<file path="src/rtl/arbitration_submodule_mc.sv">
// Per-channel processor-to-bus request FSMs (IDLE/REQ/OWN/DONE), best case p_ready 3 cycles after the request edge.
// Backpressure: a channel waits in REQ for bus_grant (optional timeout) and in OWN for bus_ready; core inputs ignored meanwhile.
module arbitration_submodule_mc #(
  parameter int NCH = 2,
  parameter int AW  = 30,
  parameter int DW  = 32,
  parameter int SW  = 4,
  parameter int TMO = 255
) (
  input  logic             clk,
  input  logic             rst_n,
  input  logic [NCH-1:0]    p_read,
  input  logic [NCH*SW-1:0] p_write,
  input  logic [NCH*AW-1:0] p_addr,
  input  logic [NCH*DW-1:0] p_wdata,
  output logic [NCH*DW-1:0] p_rdata,
  output logic [NCH-1:0]    p_ready,
  output logic [NCH-1:0]    p_err,
  output logic [NCH-1:0]    bus_read,
  output logic [NCH*SW-1:0] bus_write,
  output logic [NCH*AW-1:0] bus_addr,
  output logic [NCH*DW-1:0] bus_wdata,
  input  logic [NCH*DW-1:0] bus_rdata,
  input  logic [NCH-1:0]    bus_ready,
  output logic [NCH-1:0]    bus_rq,
  input  logic [NCH-1:0]    bus_grant
);

  localparam int CW = (TMO > 0) ? $clog2(TMO + 1) : 1;

  typedef enum logic [1:0] {IDLE, REQ, OWN, DONE} state_t;

  for (genvar i = 0; i < NCH; i++) begin : gChan
    state_t        state;
    logic [AW-1:0] addrHold;
    logic [DW-1:0] wdataHold;
    logic [SW-1:0] strbHold;
    logic          readHold;
    logic [CW-1:0] waitCnt;
    logic          readyReg;
    logic          errReg;
    logic [DW-1:0] rdataReg;
    logic [SW-1:0] strbIn;
    logic          own;

    assign strbIn = p_write[i*SW +: SW];
    assign own    = (state == OWN);

    always_ff @(posedge clk or negedge rst_n) begin
      if (!rst_n) begin
        state     <= IDLE;
        addrHold  <= '0;
        wdataHold <= '0;
        strbHold  <= '0;
        readHold  <= 1'b0;
        waitCnt   <= '0;
        readyReg  <= 1'b0;
        errReg    <= 1'b0;
        rdataReg  <= '0;
      end else begin
        readyReg <= 1'b0;
        case (state)
          IDLE: begin
            // A timeout returns here with p_ready high; the requester still
            // holds its request on that edge, so it must not restart.
            if (!readyReg && (p_read[i] || strbIn != '0)) begin
              addrHold  <= p_addr[i*AW +: AW];
              wdataHold <= p_wdata[i*DW +: DW];
              strbHold  <= strbIn;
              readHold  <= p_read[i] && (strbIn == '0);
              errReg    <= 1'b0;
              waitCnt   <= '0;
              state     <= REQ;
            end
          end
          REQ: begin
            if (bus_grant[i]) begin
              state <= OWN;
            end else if (TMO != 0 && waitCnt == CW'(TMO)) begin
              errReg   <= 1'b1;
              readyReg <= 1'b1;
              state    <= IDLE;
            end else begin
              waitCnt <= waitCnt + CW'(1);
            end
          end
          OWN: begin
            if (!bus_grant[i]) begin
              waitCnt <= '0;
              state   <= REQ;
            end else if (bus_ready[i]) begin
              if (readHold) rdataReg <= bus_rdata[i*DW +: DW];
              readyReg <= 1'b1;
              state    <= DONE;
            end
          end
          DONE: begin
            state <= IDLE;
          end
        endcase
      end
    end

    assign bus_rq[i]               = (state == REQ) || own;
    assign bus_read[i]             = own & readHold;
    assign bus_write[i*SW +: SW]   = own ? strbHold : '0;
    assign bus_addr[i*AW +: AW]    = own ? addrHold : '0;
    assign bus_wdata[i*DW +: DW]   = own ? wdataHold : '0;
    assign p_ready[i]              = readyReg;
    assign p_err[i]                = errReg;
    assign p_rdata[i*DW +: DW]     = rdataReg;
  end

endmodule

</file>
<file path="config.mk">
export PLATFORM = sky130hd
export DESIGN_NAME = arbitration_submodule_mc
export DESIGN_NICKNAME = d
export VERILOG_FILES = /design/src/rtl/arbitration_submodule_mc.sv
export SDC_FILE = /design/constraint.sdc
export NUM_CORES = 1
export LEC_CHECK = 0
export CORE_AREA = 2 2 156 158
export CTS_BUF_LIST = sky130_fd_sc_hd__clkbuf_4
export DETAILED_ROUTE_END_ITERATION = 12
export DIE_AREA = 0 0 158 160
export HOLD_SLACK_MARGIN = 0.02
export PLACE_DENSITY_LB_ADDON = 0.1
export SLEW_MARGIN = 20
export SYNTH_ARGS = -nofsm -noshare
export SYNTH_HDL_FRONTEND = slang
export SYNTH_SLANG_ARGS = --single-unit
</file>
<file path="constraint.sdc">
create_clock -name clk -period 6 [get_ports clk]
set_input_delay 1.5 -clock clk [delete_from_list [all_inputs] [get_ports clk]]
set_output_delay 1.5 -clock clk [all_outputs]
set_load 0.01 [all_outputs]
</file>
==> impl_results.md, run 1 <==
* RSZ-0062 raised after global routing: no
* Grt met1 use at 0.230
* Clk pwr share at 0.214
* Largest net degree at the start of global routing at 114
* DPL Wire Length at 18.2 mm
* Hold Path Sink: gChan[1].addrHold[1]$_DFFE_PN0P_
* Slowest stage delay, CP at 0.58 ns
* Hold depth at 1
* Buffers on Ports at 407
* Setup Fix Bufs, Post-CTS at 0
* Crit path max fanout at 71
* Chip Width at 158 microns
* DRT Pass-1 Iters at 4
* Top post-synthesis cells by count: dfrtp_1 (222), and2_1 (134), mux2_2 (110)
* Setup TNS at 0 ns
* Share of flip-flops with an asynchronous set or reset at 1.00
* Hold Buf Count CTS at 0
* Clock tree buffer depth at 3
* WS Path Type: flip-flop to output port
* Final Hold Fails at 0
* Adder-cell area share of the yosys netlist at 0.0151
* CP Capture Type: output port
* Design Area, Final at 0.0150 sq mm
* Pins Over Slew Limit at 0
* Antenna Violating Nets Remaining at 0
* Period utilization at 0.692
* Setup Viol. Count Final at 0
* Final Skew at 0.0201 ns
* Placed standard-cell area at 0.0142 sq mm
* Internal power at 4.31 mW
* Status: complete, no violations
* Placer Congestion at 0.800
* Busiest grt layer: met2
* Core area at 0.0238 sq mm
* Crit path DAT at 2.65 ns
* Initial Util at 0.418
* YS warnings at 0
* CTS tree: yes
* Crit path max-delay cell type: clkdlybuf4s50_1
* Post-synthesis simple-gate area fraction at 0.128
* Power Dens Cells at 421 mW/mm^2
* Post-cts gate resize count at 0
* Max cap viols at 0
* Clock transition at path regs at 0.07 ns
* Multiplexer area fraction after synthesis at 0.220
* Syn_nets at 973
* Row count at 57
* Gr ovfl total at 0
* EDFF count, synth at 0
* Cell depth of the worst flop-to-flop path at 7
* Die Y-Extent at 160 microns
* Flops & latches, synth at 222
* First-pass GRT wire length at 40.3 mm
* Worst hold start: gChan[1].addrHold[1]$_DFFE_PN0P_
* DR vias/cell at 4.77
* XOR/XNOR Fraction of Synth Area at 0
* Overall power at 6.32 mW
* H-tree depth at 2
* Slew @ Worst Pin at 0.885 ns
* Part of the power in registers at 0.384
* CP startpoint kind: flip-flop
* Cell count after synthesis at 757
* Via count at 7459
* Met3 Track Usage GR at 0.0882
* Net Sw Power at 2.02 mW
* Max VDD drop at 0.244 mV
* Layout cell share with drive strength beyond 1 at 0.178
* Area leader, netlist: dfrtp_1
* Initial antenna violation count at 3
* Top cells by area, synth: dfrtp_1 (56%), mux2_2 (12%), mux2_1 (9.3%)
* Nets@finish at 1405
* IO Count at 408
* Netlist cell types at 58
* Sink Count at 222
* Hold crit path type: flip-flop to flip-flop
* Root Driver: clkbuf_4
* Tmin final at 4.15 ns
* R2R Path End: gChan[1].waitCnt[7]$_DFFE_PN0P_
* Wire per inst at 16.6 microns
* Sequential area share after synthesis at 0.558
* Vias in the first global route at 7622
* Relative slew slack at 0.410
* Reg2reg setup slack at 3.42 ns
* DRC Markers at 0
* Comb pwr share at 0.403
* Most frequent cell after synthesis: dfrtp_1
* Largest family of logic cells by synthesized area: multiplexers
* Total track usage at 0.201
* Share of the synthesized area in the top cell type at 0.558
* Synthesized area at 0.00996 sq mm
* Leakage at 6.48 nW
* DIE AREA at 0.0253 sq mm
* Met2 Use GR at 0.337
* Peak Freq at 241 MHz
* Clock latency on the worst-skew pair at 0.67 ns
* Switching Fraction at 0.319
* Area growth syn-to-layout at 50.7%
* Syn_area_per_cell at 13.2 sq um
* Post-synthesis compound-gate area fraction at 0.0442
* Core Util, Final at 0.630
* Total clock buffers created by CTS at 61
* Crit Reg-Reg Startpoint: gChan[1].state[0]$_DFFE_PN0P_
* Worst path cell trace: inv_1 -> ha_1 -> buf_4 -> and2_1 -> clkdlybuf4s50_1
* Top FF cell, synth: dfrtp_1
* DRT iter0 DRCs at 314
* Worst endpoint required time at 4.50 ns
* Wirelength, routed at 26.0 mm
-- final cells by class --
| type | instances | area (sq um) |
|---|---|---|
| Clock inverter | 22 | 113 |
| Tap cell | 324 | 405 |
| Multi-Input combinational cell | 481 | 4090 |
| Inverter | 9 | 33.8 |
| Sequential cell | 222 | 5560 |
| Timing Repair Buffer | 414 | 4140 |
| Clock buffer | 89 | 668 |
| Fill cell | 1968 | 8810 |
| Antenna cell | 2 | 5.00 |
-- per-stage QoR --
step / cells / worst slack (ns) / hold slack [ns]
finish: 1563 / 1.85 / 0.480
global route: 1563 / 1.61 / 0.492
CTS: 1561 / 1.42 / 0.479
detailed placement: 1450 / 1.79 / 0.462
global placement: 1450 / 1.80 / 0.456
floorplan: 757 / 3.02 / 0.438
-- power by group through the flow --
stage	logic, mW	clock network [mW]	registers (mW)
6_report	2.55	1.35	2.43
5_1_grt	2.77	1.49	2.51
4_1_cts	2.59	1.42	2.43
3_5_place_dp	2.57	0	2.45
3_3_place_gp	2.55	0	2.42
2_1_floorplan	1.55	0	2.44
-- worst max-delay path by stage --
stage / start / endpoint / slack (ns)
after detailed placement: p_write[5] / gChan[1].wdataHold[19]$_DFFE_PN0P_ / 1.79
after global placement: p_write[5] / gChan[1].wdataHold[16]$_DFFE_PN0P_ / 1.80
final: gChan[1].state[0]$_DFFE_PN0P_ / bus_wdata[32] / 1.85
after global routing: gChan[1].state[0]$_DFFE_PN0P_ / bus_addr[30] / 1.61
after CTS: gChan[0].state[0]$_DFFE_PN0P_ / bus_read[0] / 1.42
after floorplan: p_write[5] / gChan[1].addrHold[0]$_DFFE_PN0P_ / 3.02
-- layer usage --
layer  part of all wire  vias to the layer above
met5            0.00035                        -
met4              0.027                        2
met3               0.10                       51
met2               0.48                      297
met1               0.39                     3580
li1                   -                     3529
-- cells by family (layout without fill, tap and decap cells) --
logic type	after synthesis	count (layout)
other cells	0	2
mux	195	195
flops	222	222
buf+inv	54	534
compound gates	57	57
simple gates	217	217
fa+ha+maj	12	12
-- placed cells by master (no fill, tap or decap), drive strengths merged, types with 2 or more instances in the layout --
| master | netlist | final |
|---|---|---|
| a211o | 4 | 4 |
| a211oi | 6 | 6 |
| a21boi | 2 | 2 |
| a21oi | 9 | 9 |
| a2bb2oi | 3 | 3 |
| and2 | 134 | 134 |
| and3 | 5 | 5 |
| and4 | 2 | 2 |
| buf | 26 | 8 |
| clkbuf | 19 | 89 |
| clkdlybuf4s50 | 0 | 406 |
| clkinv | 1 | 21 |
| dfrtp | 222 | 222 |
| diode | 0 | 2 |
| ha | 12 | 12 |
| inv | 8 | 9 |
| mux2 | 192 | 192 |
| mux2i | 3 | 3 |
| nand2 | 29 | 29 |
| nand2b | 2 | 2 |
| nand3 | 14 | 14 |
| nand3b | 4 | 4 |
| nand4 | 4 | 4 |
| nor2 | 7 | 7 |
| nor2b | 2 | 2 |
| nor3 | 2 | 2 |
| nor4 | 2 | 2 |
| nor4b | 2 | 2 |
| o211ai | 2 | 2 |
| o21a | 2 | 2 |
| o21ai | 8 | 8 |
| o21bai | 2 | 2 |
| o31ai | 3 | 3 |
| or3 | 2 | 2 |
| or4 | 4 | 4 |
-- flip-flops by register name (all words and copies together) (netlist names) --
name / cells
gChan.strbHold: 8
gChan.readHold: 2
gChan.errReg: 2
gChan.rdataReg: 64
gChan.readyReg: 2
gChan.addrHold: 60
gChan.wdataHold: 64
gChan.waitCnt: 16
gChan.state: 4
-- critical path, delay by kind of cell (launching register included) --
| kind | cells | cell delay (ns) |
|---|---|---|
| flops | 1 | 0.40 |
| buf+inv | 3 | 1.18 |
| simple gates | 1 | 0.21 |
| fa+ha+maj | 1 | 0.17 |
Note: power is estimated with default switching activity, not from simulation.
==> inputs of run 2 (changes only) <==
--- a/config.mk
+++ b/config.mk
@@ -5,10 +5,10 @@
 export SDC_FILE = /design/constraint.sdc
 export NUM_CORES = 1
 export LEC_CHECK = 0
-export CORE_AREA = 2 2 156 158
+export CORE_AREA = 2 2 157 159
 export CTS_BUF_LIST = sky130_fd_sc_hd__clkbuf_4
 export DETAILED_ROUTE_END_ITERATION = 12
-export DIE_AREA = 0 0 158 160
+export DIE_AREA = 0 0 159 161
 export HOLD_SLACK_MARGIN = 0.02
 export PLACE_DENSITY_LB_ADDON = 0.1
 export SLEW_MARGIN = 20
==> constraint.sdc (replaced) <==
create_clock -name clk -period 3.9 [get_ports clk]
set_input_delay 0.975 -clock clk [delete_from_list [all_inputs] [get_ports clk]]
set_output_delay 0.975 -clock clk [all_outputs]
set_load 0.01 [all_outputs]
==> impl_results.md, run 2 (synthesis results as in run 1) <==
* Leakage at 6.51 nW
* Setup Viol. Count Final at 0
* CTS tree: yes
* Chip Width at 159 microns
* Hold Buf Count CTS at 0
* Tmin final at 3.57 ns
* Clock transition at path regs at 0.06 ns
* DPL Wire Length at 19.6 mm
* Clk pwr share at 0.206
* Placed standard-cell area at 0.0143 sq mm
* First-pass GRT wire length at 43.1 mm
* Register area at 0.00556 sq mm
* Pins Over Slew Limit at 0
* Net Sw Power at 3.11 mW
* Design Area, Final at 0.0151 sq mm
* Status: complete, no violations
* Largest regs: gChan.rdataReg (64), gChan.wdataHold (64), gChan.addrHold (60)
* Final Hold Fails at 0
* Commonest non-fill, non-tap cell in the layout: clkdlybuf4s50_1
* IO Count at 408
* Wirelength, routed at 27.1 mm
* Row count at 57
* Internal power at 6.67 mW
* Setup TNS at 0 ns
* Peak Freq at 280 MHz
* Crit path max fanout at 64
* Worst endpoint required time at 2.92 ns
* Filler instances at 1993
* Antenna Violating Nets Remaining at 0
* Gr ovfl total at 0
* R2R Path End: gChan[1].waitCnt[4]$_DFFE_PN0P_
* Most frequent cells in the layout: clkdlybuf4s50_1 (406), dfrtp_1 (222), and2_1 (134), mux2_2 (110), clkbuf_4 (95)
* DRT Pass-1 Iters at 6
* CP Capture Type: output port
* DR vias/cell at 4.82
* Largest net degree at the start of global routing at 86
* Setup Fix Bufs, Post-CTS at 0
* Die Y-Extent at 161 microns
* Area growth syn-to-layout at 51.2%
* Crit path DAT at 2.59 ns
* CP startpoint kind: flip-flop
* WS Path Type: flip-flop to output port
* Core area at 0.0240 sq mm
* Power Dens Cells at 650 mW/mm^2
* Switching Fraction at 0.318
* Via count at 7521
* Cell depth of the worst flop-to-flop path at 7
* Root Driver: clkbuf_4
* Reg2reg setup slack at 1.43 ns
* DRT iter0 DRCs at 235
* Placer Congestion at 0.793
* Layout cell share with drive strength beyond 1 at 0.183
* Final Skew at 0.0566 ns
* H-tree depth at 2
* Vias in the first global route at 7901
* Max cap viols at 0
* Period utilization at 0.915
* Post-cts gate resize count at 0
* Max VDD drop at 0.347 mV
* Buffers on Ports at 407
* Initial antenna violation count at 3
* Nets@finish at 1410
* RSZ-0062 raised after global routing: no
* Sink Count at 222
* Initial Util at 0.416
* Part of the power in registers at 0.382
* Hold crit path type: primary input to async pin
* Slew @ Worst Pin at 0.663 ns
* Wire per inst at 17.3 microns
* Relative slew slack at 0.558
* DRC Markers at 0
* DIE AREA at 0.0256 sq mm
* Comb pwr share at 0.412
* Total clock buffers created by CTS at 61
* Clock tree buffer depth at 3
* Overall power at 9.78 mW
* Clock latency on the worst-skew pair at 0.69 ns
* Crit Reg-Reg Startpoint: gChan[1].state[0]$_DFFE_PN0P_
* Total track usage at 0.211
* Multi-input combinational cell area at 0.00407 sq mm
[run 2: changes by cell type in the layout (fill, tap and decap cells not counted), moves of 3 or more]
cell / delta
clkinv_1: -11
clkbuf_4: +6
clkinv_2: -3
buf_12: +5
[run 2: worst max-delay path, cell delays in order (launching register included)]
cell	delay, ns
dfrtp_1	0.42
inv_1	0.12
ha_1	0.36
buf_12	0.28
and2_1	0.16
clkdlybuf4s50_1	0.58
[run 2: stage by stage]
| stage | utilization | hold slack (ns) | cells | worst slack [ns] |
|---|---|---|---|---|
| after floorplan | - | 0.438 | 757 | 1.45 |
| after global placement | 0.597 | 0.452 | 1455 | 0.682 |
| after detailed placement | 0.597 | 0.456 | 1455 | 0.670 |
| after CTS | 0.628 | 0.251 | 1557 | 0.228 |
| after global routing | 0.628 | 0.279 | 1560 | 0.123 |
| final | 0.628 | 0.271 | 1560 | 0.333 |
[run 2: per-layer routing]
layer,GRT usage,wire [microns],up-vias
met3,0.0865,2640,38
li1,-,-,3549
met2,0.356,13200,306
met1,0.244,10700,3628
met4,0.0711,546,0
met5,0,0,-
[run 2: how the worst max path moves through the flow]
stage                                              endpoint  depth (start not counted)                          start  slack (ns)
after CTS                                      bus_write[2]                          5  gChan[0].state[0]$_DFFE_PN0P_        0.23
after global routing                          bus_wdata[30]                          5  gChan[0].state[0]$_DFFE_PN0P_        0.12
final                                         bus_wdata[30]                          5  gChan[0].state[0]$_DFFE_PN0P_        0.33
after global placement    gChan[1].wdataHold[5]$_DFFE_PN0P_                          5                     p_write[5]        0.68
after floorplan            gChan[1].addrHold[0]$_DFFE_PN0P_                          5                     p_write[5]        1.45
after detailed placement  gChan[1].wdataHold[1]$_DFFE_PN0P_                          5                     p_write[5]        0.67
[run 2: area by class of cell]
| class | instances | share of cell area |
|---|---|---|
| clock buffers | 95 | 0.0474 |
| diodes | 3 | 0.000499 |
| clock inverters | 7 | 0.00174 |
| well taps | 324 | 0.0269 |
| repair buffers | 419 | 0.282 |
| flip-flops and latches | 222 | 0.369 |
| multi-input cells | 481 | 0.271 |
| inverters | 9 | 0.00224 |
[run 2: power by group through the flow]
stage / Sequential [mW] / Clock, mW / Combinational, mW
final: 3.73 / 2.02 / 4.03
after detailed placement: 3.78 / 0 / 4.08
after CTS: 3.74 / 2.12 / 4.10
after global placement: 3.75 / 0 / 4.02
after global routing: 3.86 / 2.24 / 4.38
after floorplan: 3.76 / 0 / 2.38
==> inputs of run 3 (changes only) <==
--- a/config.mk
+++ b/config.mk
@@ -9,6 +9,7 @@
 export CTS_BUF_LIST = sky130_fd_sc_hd__clkbuf_4
 export DETAILED_ROUTE_END_ITERATION = 12
 export DIE_AREA = 0 0 159 161
+export GPL_ROUTABILITY_DRIVEN = 0
 export HOLD_SLACK_MARGIN = 0.02
 export PLACE_DENSITY_LB_ADDON = 0.1
 export SLEW_MARGIN = 20
==> results of run 3 <==
No change in the layout: final DEF, timing and power equal those of run 2.
